$ cat config.mk
export PLATFORM = sky130hd
export DESIGN_NAME = rf_alu_pipe_flat
export DESIGN_NICKNAME = d
export VERILOG_FILES = /design/src/rtl/rf_alu_pkg.sv /design/src/rtl/rf_alu_pipe_if.sv /design/src/rtl/alu_n.sv /design/src/rtl/rf_alu_pipe.sv /design/src/flat_wrapper.sv
export SDC_FILE = /design/constraint.sdc
export NUM_CORES = 1
export LEC_CHECK = 0
export CORE_MARGIN = 4
export CORE_UTILIZATION = 55
export DETAILED_ROUTE_END_ITERATION = 16
export HOLD_SLACK_MARGIN = 0.15
export PLACE_DENSITY = 0.72
export SLEW_MARGIN = 30
export SYNTH_ARGS = -nofsm -noshare
export SYNTH_HDL_FRONTEND = slang
export SYNTH_SLANG_ARGS = --single-unit
$ cat constraint.sdc
create_clock -name clk -period 5 [get_ports clk]
set_input_delay 1 -clock clk [delete_from_list [all_inputs] [get_ports clk]]
set_output_delay 1 -clock clk [all_outputs]
set_load 0.01 [all_outputs]
$ cat src/rtl/rf_alu_pkg.sv
// Shared encodings for the register-file / ALU pipeline.
// Op-codes and flag bit positions used by the ALU and the pipeline top.
// No logic, constants only.
package rf_alu_pkg;
  localparam logic [2:0] OP_ADD  = 3'b000;
  localparam logic [2:0] OP_SUB  = 3'b001;
  localparam logic [2:0] OP_AND  = 3'b010;
  localparam logic [2:0] OP_OR   = 3'b011;
  localparam logic [2:0] OP_XOR  = 3'b100;
  localparam logic [2:0] OP_SHL  = 3'b101;
  localparam logic [2:0] OP_SHR  = 3'b110;
  localparam logic [2:0] OP_PASS = 3'b111;

  localparam int FLG_MAYOR = 2;
  localparam int FLG_ZERO  = 1;
  localparam int FLG_CARRY = 0;
endpackage

$ cat src/rtl/rf_alu_pipe_if.sv
// Micro-op stream, result stream and register observation for rf_alu_pipe.
// Ports: in_* (micro-op, valid/ready), out_* (result, valid/ready), obs_* (observe).
// master = sequencer/consumer side, slave = pipeline side.
interface rf_alu_pipe_if #(
  parameter int P_N    = 16,
  parameter int P_NREG = 16
);
  localparam int P_AW = $clog2(P_NREG);

  logic            in_valid;
  logic            in_ready;
  logic [2:0]      in_op;
  logic [P_AW-1:0] in_ra;
  logic [P_AW-1:0] in_rb;
  logic [P_AW-1:0] in_rd;
  logic            in_we;
  logic            out_valid;
  logic            out_ready;
  logic [P_N-1:0]  out_data;
  logic [2:0]      out_flags;
  logic [P_AW-1:0] obs_sel;
  logic [P_N-1:0]  obs_data;

  modport master (
    output in_valid, in_op, in_ra, in_rb, in_rd, in_we, out_ready, obs_sel,
    input  in_ready, out_valid, out_data, out_flags, obs_data
  );

  modport slave (
    input  in_valid, in_op, in_ra, in_rb, in_rd, in_we, out_ready, obs_sel,
    output in_ready, out_valid, out_data, out_flags, obs_data
  );
endinterface

$ cat src/rtl/alu_n.sv
// Combinational P_N-bit ALU: 8 ops, flags {mayor, zero, carry}.
// Latency: 0 cycles (pure combinational).
// Backpressure: none; the caller decides when the result is captured.
// Ports: op, a, b in; result, flags out.
module alu_n
  import rf_alu_pkg::*;
#(
  parameter int P_N = 16
) (
  input  logic [2:0]     op,
  input  logic [P_N-1:0] a,
  input  logic [P_N-1:0] b,
  output logic [P_N-1:0] result,
  output logic [2:0]     flags
);
  logic [P_N:0] sum;
  logic         carry;

  always_comb begin
    sum    = {1'b0, a} + {1'b0, b};
    result = '0;
    carry  = 1'b0;
    case (op)
      OP_ADD:  begin result = sum[P_N-1:0]; carry = sum[P_N]; end
      // carry on SUB is borrow-not, i.e. a >= b
      OP_SUB:  begin result = a - b; carry = (a >= b); end
      OP_AND:  result = a & b;
      OP_OR:   result = a | b;
      OP_XOR:  result = a ^ b;
      OP_SHL:  begin result = {a[P_N-2:0], 1'b0}; carry = a[P_N-1]; end
      OP_SHR:  begin result = {1'b0, a[P_N-1:1]}; carry = a[0]; end
      OP_PASS: result = a;
      default: result = a;
    endcase
    flags            = '0;
    flags[FLG_MAYOR] = (a > b);
    flags[FLG_ZERO]  = (result == '0);
    flags[FLG_CARRY] = carry;
  end
endmodule

$ cat src/rtl/rf_alu_pipe.sv
// Register file + ALU executing micro-ops from a valid/ready stream.
// Latency: accept at E0 -> out_valid after E2; throughput 1 op/cycle.
// Backpressure: out_valid & !out_ready freezes every stage, in_ready drops, no writes.
// Ports: clk, rst (sync, active-high), bus (slave): in_* micro-op, out_* result, obs_* observe.
module rf_alu_pipe
  import rf_alu_pkg::*;
#(
  parameter int P_N    = 16,
  parameter int P_NREG = 16
) (
  input  logic          clk,
  input  logic          rst,
  rf_alu_pipe_if.slave  bus
);
  localparam int P_AW = $clog2(P_NREG);

  logic [P_N-1:0]  regs [P_NREG];

  // stage 1 (RD): operands captured at accept, ALU runs on these registers
  logic            s1_vld;
  logic [2:0]      s1_op;
  logic [P_AW-1:0] s1_rd;
  logic            s1_we;
  logic [P_N-1:0]  s1_a;
  logic [P_N-1:0]  s1_b;

  // stage 2 (EX): latched ALU result awaiting output / write-back
  logic            s2_vld;
  logic [P_AW-1:0] s2_rd;
  logic            s2_we;
  logic [P_N-1:0]  s2_res;
  logic [2:0]      s2_flg;

  logic [P_N-1:0]  alu_res;
  logic [2:0]      alu_flg;
  logic [P_N-1:0]  opnd_a;
  logic [P_N-1:0]  opnd_b;
  logic            adv;
  logic            acc;

  // single global enable: the whole pipe moves unless the output is stuck
  assign adv          = !bus.out_valid || bus.out_ready;
  assign acc          = bus.in_valid && adv;
  assign bus.in_ready = adv;

  alu_n #(.P_N(P_N)) u_alu (
    .op     (s1_op),
    .a      (s1_a),
    .b      (s1_b),
    .result (alu_res),
    .flags  (alu_flg)
  );

  // Register write happens when stage 2 leaves, so up to two producers can be
  // ahead of an incoming op. Later assignments win: stage 1 is the youngest.
  always_comb begin
    opnd_a = regs[bus.in_ra];
    opnd_b = regs[bus.in_rb];
    if (s2_vld && s2_we && s2_rd == bus.in_ra) opnd_a = s2_res;
    if (s2_vld && s2_we && s2_rd == bus.in_rb) opnd_b = s2_res;
    if (s1_vld && s1_we && s1_rd == bus.in_ra) opnd_a = alu_res;
    if (s1_vld && s1_we && s1_rd == bus.in_rb) opnd_b = alu_res;
  end

  always_ff @(posedge clk) begin
    if (rst) begin
      for (int i = 0; i < P_NREG; i++) regs[i] <= '0;
      s1_vld        <= 1'b0;
      s1_op         <= '0;
      s1_rd         <= '0;
      s1_we         <= 1'b0;
      s1_a          <= '0;
      s1_b          <= '0;
      s2_vld        <= 1'b0;
      s2_rd         <= '0;
      s2_we         <= 1'b0;
      s2_res        <= '0;
      s2_flg        <= '0;
      bus.out_valid <= 1'b0;
      bus.out_data  <= '0;
      bus.out_flags <= '0;
      bus.obs_data  <= '0;
    end else begin
      if (adv) begin
        s1_vld <= acc;
        if (acc) begin
          s1_op <= bus.in_op;
          s1_rd <= bus.in_rd;
          s1_we <= bus.in_we;
          s1_a  <= opnd_a;
          s1_b  <= opnd_b;
        end
        s2_vld <= s1_vld;
        if (s1_vld) begin
          s2_rd  <= s1_rd;
          s2_we  <= s1_we;
          s2_res <= alu_res;
          s2_flg <= alu_flg;
        end
        // write-back only on the advancing edge, so a stall never repeats it
        bus.out_valid <= s2_vld;
        if (s2_vld) begin
          bus.out_data  <= s2_res;
          bus.out_flags <= s2_flg;
          if (s2_we) regs[s2_rd] <= s2_res;
        end
      end
      // observation port ignores stalls
      bus.obs_data <= regs[bus.obs_sel];
    end
  end
endmodule

$ cat src/flat_wrapper.sv
// flat-port wrapper written by rule: the top's interface ports become plain ports
module rf_alu_pipe_flat import rf_alu_pkg::*;
#(
  parameter int P_N    = 16,
  parameter int P_NREG = 16
)
  (clk, rst, bus_in_valid, bus_in_op, bus_in_ra, bus_in_rb, bus_in_rd, bus_in_we, bus_out_ready, bus_obs_sel, bus_in_ready, bus_out_valid, bus_out_data, bus_out_flags, bus_obs_data);
  rf_alu_pipe_if #(.P_N(P_N), .P_NREG(P_NREG)) bus_i ();
  input  logic clk;
  input  logic rst;
  input wire logic [$bits(bus_i.in_valid)-1:0] bus_in_valid;
  input wire logic [$bits(bus_i.in_op)-1:0] bus_in_op;
  input wire logic [$bits(bus_i.in_ra)-1:0] bus_in_ra;
  input wire logic [$bits(bus_i.in_rb)-1:0] bus_in_rb;
  input wire logic [$bits(bus_i.in_rd)-1:0] bus_in_rd;
  input wire logic [$bits(bus_i.in_we)-1:0] bus_in_we;
  input wire logic [$bits(bus_i.out_ready)-1:0] bus_out_ready;
  input wire logic [$bits(bus_i.obs_sel)-1:0] bus_obs_sel;
  output wire logic [$bits(bus_i.in_ready)-1:0] bus_in_ready;
  output wire logic [$bits(bus_i.out_valid)-1:0] bus_out_valid;
  output wire logic [$bits(bus_i.out_data)-1:0] bus_out_data;
  output wire logic [$bits(bus_i.out_flags)-1:0] bus_out_flags;
  output wire logic [$bits(bus_i.obs_data)-1:0] bus_obs_data;
  assign bus_i.in_valid = bus_in_valid;
  assign bus_i.in_op = bus_in_op;
  assign bus_i.in_ra = bus_in_ra;
  assign bus_i.in_rb = bus_in_rb;
  assign bus_i.in_rd = bus_in_rd;
  assign bus_i.in_we = bus_in_we;
  assign bus_i.out_ready = bus_out_ready;
  assign bus_i.obs_sel = bus_obs_sel;
  assign bus_in_ready = bus_i.in_ready;
  assign bus_out_valid = bus_i.out_valid;
  assign bus_out_data = bus_i.out_data;
  assign bus_out_flags = bus_i.out_flags;
  assign bus_obs_data = bus_i.obs_data;
  rf_alu_pipe #(.P_N(P_N), .P_NREG(P_NREG)) u_core (.clk(clk), .rst(rst), .bus(bus_i));
endmodule
==> results of run 1 <==
[synthesized netlist by cell type (all sizes together), types with 9 or more instances]
library cell,instances,area [um^2]
and2,261,1630
edfxtp,256,7690
mux4,249,5610
nand2,181,679
clkbuf,121,454
dfxtp,102,2040
a21oi,99,499
nor2,72,270
inv,53,199
buf,50,273
ha,48,601
o21ai,44,224
mux2i,37,370
nor2b,27,169
nor3,27,156
o211ai,22,165
or2,17,106
a211oi,12,95.1
nand3,12,60.1
nand2b,11,68.8
xor2,11,96.3
xnor2,10,87.6
nand4,9,56.3
[kinds of logic after synthesis]
group | synth area share (%)
simple gates | 14.9
flops | 43.0
mux | 26.7
compound gates | 7.60
buf+inv | 4.13
fa+ha+maj | 2.83
xor+xnor | 0.813
[power by group]
part,switching [mW],internal (mW),leakage (nW)
clock,1.25,1.73,0.638
sequential,0.177,3.29,3.48
combinational,0.692,0.556,4.96
[area by class of cell]
| cell class | instances | area (um^2) | share of cell area [%] |
|---|---|---|---|
| tap | 532 | 666 | 2.67 |
| inverter | 55 | 206 | 0.827 |
| clock buffer | 59 | 1170 | 4.67 |
| multi-input combinational | 1263 | 12000 | 48.0 |
| antenna | 2 | 5.00 | 0.0200 |
| clock inverter | 14 | 139 | 0.556 |
| timing repair buffer | 115 | 1060 | 4.26 |
| sequential | 358 | 9730 | 39.0 |
[sequential cells by signal (all words and copies together), names as in the netlist]
name,flops
u_core.regs,256
u_core.bus.obs_data,16
u_core.bus.out_data,16
u_core.s1_a,16
u_core.s1_b,16
u_core.s2_res,16
u_core.s1_rd,4
u_core.s2_rd,4
u_core.bus.out_flags,3
u_core.s1_op,3
u_core.s2_flg,3
u_core.bus.out_valid,1
u_core.s1_vld,1
u_core.s1_we,1
u_core.s2_vld,1
u_core.s2_we,1
[critical path, delay by kind of cell]
kind	cells	cell delay, ns
simple gates	7	2.55
buf+inv	2	0.58
[metal layers]
metal	vias up	global-route usage, %
li1	6929	-
met1	8292	42.2
met2	1036	51.1
met3	188	6.00
met4	6	10.8
met5	-	0
[metrics by stage]
stage          hold slack [ns]  total power [mW]  instances
4_1_cts                  0.459              7.69       2396
3_3_place_gp             0.450              4.72       2323
2_1_floorplan            0.432              4.32       1847
5_1_grt                  0.473              7.92       2396
3_5_place_dp             0.451              4.74       2323
6_report                 0.455              7.70       2398
[placed cells by master, fill, tap and decap left out, types with 9 or more instances in the layout]
| master | instances |
|---|---|
| o21ai_0 | 41 |
| and2_1 | 260 |
| clkbuf_1 | 11 |
| o211ai_1 | 22 |
| nor2b_1 | 27 |
| inv_1 | 52 |
| nor2_1 | 71 |
| nand4_1 | 9 |
| clkdlybuf4s50_1 | 53 |
| mux2i_1 | 37 |
| a211oi_1 | 11 |
| or2_2 | 17 |
| mux4_2 | 248 |
| dfxtp_1 | 101 |
| clkbuf_16 | 42 |
| nand3_1 | 12 |
| nand2_1 | 181 |
| ha_1 | 48 |
| nand2b_1 | 11 |
| xnor2_1 | 10 |
| buf_4 | 53 |
| edfxtp_1 | 256 |
| nor3_1 | 20 |
| xor2_1 | 11 |
| a21oi_1 | 98 |
[worst min-delay path by stage]
stage	end	startpoint	slack, ns
global placement	u_core.bus.out_flags[2]	u_core.bus.out_flags[2]	0.45
detailed placement	u_core.bus.out_data[13]	u_core.bus.out_data[13]	0.45
finish	u_core.bus.out_data[10]	u_core.bus.out_data[10]	0.46
CTS	u_core.bus.out_data[13]	u_core.bus.out_data[13]	0.46
floorplan	u_core.bus.out_flags[1]	u_core.s2_flg[1]	0.43
global route	u_core.bus.out_data[9]	u_core.bus.out_data[9]	0.47
==> flow_summary_export.csv, run 1 <==
group,metric,value,unit
floorplanning,initial_core_util,55.5,%
critical_path,worstSetupStartpoint,"bus_out_ready",
job,drv_cap,0,
critical_path,crit_arrival,4.14,ns
grt,grt_pass1_vias,16200,
route,first_pass_iters,5,
synth,synthArstFlopShare,0,%
critical_path,path_cells,"clkdlybuf4s50_1 -> nor2b_1 -> clkinv_1 -> and2_1 -> nand3b_1 -> nor2_1 -> nand2_1 -> nor2_1 -> or2_2",
floorplanning,core_region_area,40700,um^2
final_layout,final_util,61.3,%
critical_path,cpPeakStageDelay,0.73,ns
synth,ys_seq_elements,358,
hold_path,hold_depth,2,
hold_path,hp-class,"register to register",
clocking,htree_levels,2,
run_status,status,"finished clean",
critical_path,r2r-start,"u_core.s1_a[2]",
floorplanning,dieWidth,211,um
route,vias,16500,
critical_path,crit_end,"u_core.regs[9][5]",
clocking,ctsHoldBuffers,0,
grt,grt_max_degree,64,
critical_path,worstSetupPathType,"primary input to register",
placement,placed_area,23600,um^2
clocking,clk-insertion-delay-late,0.56,ns
clocking,clk_root_buffer_cell,"clkbuf_16",
route,drc,0,
floorplanning,die_y,211,um
route,ant_nets,0,
sta,period_share,79.0,%
sta,drv_slew,0,
route,wl_per_cell,29.0,um
final_layout,fill_cells,3155,
clocking,cts_max_path_buffers,3,
synth,syn_inst,1847,
clocking,cts_setup_buffers,0,
floorplanning,rows,74,
route,dr.max_layer_used,"met5",
final_layout,syn_to_final_growth,10.3,%
route,dr_wl_met2,33.8,mm
clocking,cts_tree,"done",
grt,grt_usage,31.1,%
route,m1WireLength,25.9,mm
critical_path,crit_top_cell,"nor2_1",
critical_path,path_max_fanout,20,
route,viasPerCell,6.86,
critical_path,reg2reg_slack,1.32,ns
grt,grt_overflow,0,
power,p_leak,9.08,nW
sta,setup_viol,0,
sta,slew_headroom,31.7,%
synth,synth_nets,1921,
sta,finalCriticalPeriod,3.95,ns
clocking,cts.sinks,358,
sta,setup_tns,0,ns
sta,skew,0.0304,ns
clocking,postCtsResizedCells,0,
floorplanning,dieArea,44400,um^2
synth,ys_warn_count,0,
clocking,numCtsBuffers,40,
synth,synth_area_per_cell,12.3,um^2
sta,finalHoldViolations,0,
synth,ys_types,82,
placement,dp_hpwl,46.9,mm
grt,grt_pass1_wl,104,mm
critical_path,reg2reg_depth,11,
critical_path,crit_slowest_cell,"nor2_1",
critical_path,crit_path_end_kind,"register",
placement,port_buffers,60,
synth,syn_area,22600,um^2
critical_path,crit_required,5.19,ns
final_layout,stdcell_area,25000,um^2
final_layout,layout-drive-gt1-share,22.4,%
final_layout,fin_nets,1907,
route,dr_wl_met3,6.98,mm
clocking,path_clk_slew,0.06,ns
sta,finalWorstSetupSlack,1.05,ns
synth,synth_edf_count,256,
critical_path,startpoint_type,"primary input",
sta,worst-slew-pin-transition,1.02,ns
synth,synth-main-ff-cell,"edfxtp_1",
power,peakVddDrop,284,uV
grt,grt_antenna_before_repair,7,
placement,gp_congestion,0.955,
power,p_per_area,308,nW/um^2
placement,pre_cts_slack,0.577,ns
sta,rsz0062_at_grt,"no",
route,wl,69.5,mm
sta,fmax,253,MHz
route,drt_iter0_drc,2565,
floorplanning,ios,61,
critical_path,rr_endpoint,"u_core.s2_flg[1]",
synth,yosysSeqAreaShare,43.0,%
Note: power is estimated with default switching activity, not from simulation.
==> run 2, diff against run 1 <==
Settings changed: PLACE_DENSITY 0.72 to 0.75.
Clock period 5 ns to 3.31 ns, I/O delays scaled along.
==> run 2 against run 1 <==
Against the previous run: clock power increased by 62%; combinational power increased by 63%; die area unchanged; final cell count increased by 2.1%.
==> flow_summary_export.csv, run 2 (synthesis results as in run 1) <==
group,metric,value,unit
run_status,status,"finished clean",
grt,grt_pass1_vias,16200,
route,drt_iter0_drc,1868,
power,peakVddDrop,407,uV
route,ant_nets,0,
clocking,numCtsBuffers,40,
critical_path,crit_end,"u_core.s1_a[14]",
power,p_per_area,471,nW/um^2
hold_path,hp-class,"register to register",
sta,setup_tns,0,ns
final_layout,layout_commonest_cell,"and2_1",
sta,setup_viol,0,
final_layout,antenna_cells,0,
final_layout,final_util,62.8,%
final_layout,syn_to_final_growth,13.1,%
sta,slew_headroom,36.6,%
final_layout,fill_cells,3033,
floorplanning,ios,61,
route,wl,65.4,mm
final_layout,largest_register,"u_core.regs",
power,p_leak,9.41,nW
critical_path,crit_arrival,3.56,ns
critical_path,reg2reg_depth,13,
clocking,cts_max_path_buffers,3,
critical_path,worstSetupStartpoint,"u_core.s1_a[0]",
clocking,htree_levels,2,
placement,port_buffers,60,
sta,finalCriticalPeriod,3.15,ns
floorplanning,core_region_area,40700,um^2
critical_path,reg2reg_slack,0.16,ns
sta,finalWorstSetupSlack,0.161,ns
grt,grt_usage,29.3,%
clocking,clk_root_buffer_cell,"clkbuf_16",
clocking,cts_tree,"done",
grt,grt_max_degree,61,
clocking,path_clk_slew,0.06,ns
grt,grt_pass1_wl,99.8,mm
sta,worst-slew-pin-transition,0.951,ns
critical_path,cpPeakStageDelay,0.40,ns
critical_path,rr_endpoint,"u_core.s1_a[14]",
placement,pre_cts_slack,0.163,ns
sta,finalHoldViolations,0,
route,first_pass_iters,5,
job,drv_cap,0,
floorplanning,dieWidth,211,um
critical_path,crit_slowest_cell,"dfxtp_1",
sta,fin_hold_ws,0.457,ns
floorplanning,die_y,211,um
sta,period_share,95.1,%
clocking,cts.sinks,358,
route,wl_per_cell,26.7,um
critical_path,worstSetupPathType,"register to register",
sta,skew,0.0332,ns
route,viasPerCell,6.64,
route,drc,0,
critical_path,crit_path_end_kind,"register",
floorplanning,dieArea,44400,um^2
critical_path,r2r-start,"u_core.s1_a[0]",
placement,placed_area,24100,um^2
grt,grt_overflow,0,
critical_path,crit_required,3.72,ns
final_layout,layout-drive-gt1-share,24.7,%
floorplanning,initial_core_util,55.5,%
sta,rsz0062_at_grt,"no",
placement,dp_hpwl,47.6,mm
critical_path,path_max_fanout,5,
sta,drv_slew,0,
critical_path,startpoint_type,"register",
sta,fmax,318,MHz
clocking,cts_setup_buffers,0,
floorplanning,rows,74,
placement,gp_congestion,0.961,
route,vias,16300,
grt,grt_antenna_before_repair,1,
final_layout,stdcell_area,25600,um^2
final_layout,fin_nets,1960,
critical_path,path_cells,"inv_1 -> ha_1 -> inv_1 -> fa_1 -> nor2b_2 -> o21ai_2 -> a311oi_4 -> a21oi_1 -> a221o_1 -> a221o_1 -> a21oi_2 -> a21o_1 -> o31ai_1",
clocking,clk-insertion-delay-late,0.58,ns
final_layout,final_cell_mix,"260 x and2_1, 256 x edfxtp_1, 248 x mux4_2",
final_layout,largest_reg_flops,256,
## run 2: changes by cell type in the layout (fill, tap and decap cells not counted), sizes merged
cell / delta
clkbuf: -6
buf: +53
clkinvlp: +1
diode: -2
bufinv: +5
## run 2: what timing repair did
item,4_1_cts,5_1_grt
hold buffers,0,0
endpoints found under the setup margin,0,15
gates resized for setup,0,11
## run 2: metrics by stage
step                std cells  total power [mW]
floorplan                1847              6.53
global placement         2376              7.20
detailed placement       2376              7.24
CTS                      2449              12.0
global route             2449              12.4
finish                   2449              12.0
## run 2: worst min path at each step
stage	endpoint	startpoint	cells past startpoint	slack, ns
global placement	u_core.bus.out_flags[2]	u_core.bus.out_flags[2]	2	0.45
global route	u_core.bus.out_flags[2]	u_core.bus.out_flags[2]	2	0.47
CTS	u_core.bus.out_data[14]	u_core.bus.out_data[14]	2	0.46
detailed placement	u_core.bus.out_data[14]	u_core.bus.out_data[14]	2	0.45
floorplan	u_core.bus.out_flags[1]	u_core.s2_flg[1]	2	0.43
finish	u_core.bus.out_data[14]	u_core.bus.out_data[14]	2	0.46
## run 2: critical path: cells and delay by family (launching register included)
| kind | cells | cell delay [ns] |
|---|---|---|
| simple gates | 1 | 0.18 |
| compound gates | 8 | 1.84 |
| buf+inv | 2 | 0.17 |
| fa+ha+maj | 2 | 0.41 |
| flops | 1 | 0.40 |
## run 2: routing by layer
layer	part of all wire [%]	GRT usage, %
met4	3.2	9.37
met2	49	48.2
met5	0	0
met3	9.9	6.94
met1	38	39.2
## run 2: final cells by class
type	instances	area (um^2)	share of cell area (%)
Multi-Input combinational cell	1263	12000	47.0
Sequential cell	358	9730	38.0
Timing Repair Buffer	168	1540	6.01
Clock buffer	53	1120	4.38
Tap cell	532	666	2.60
Clock inverter	20	295	1.15
Inverter	55	206	0.807
## run 2: where the power goes
group	internal, mW	switching [mW]	total, mW	leakage [nW]
Clock	2.94	1.88	4.82	0.680
Combinational	0.943	1.09	2.04	5.25
Sequential	4.97	0.215	5.18	3.48
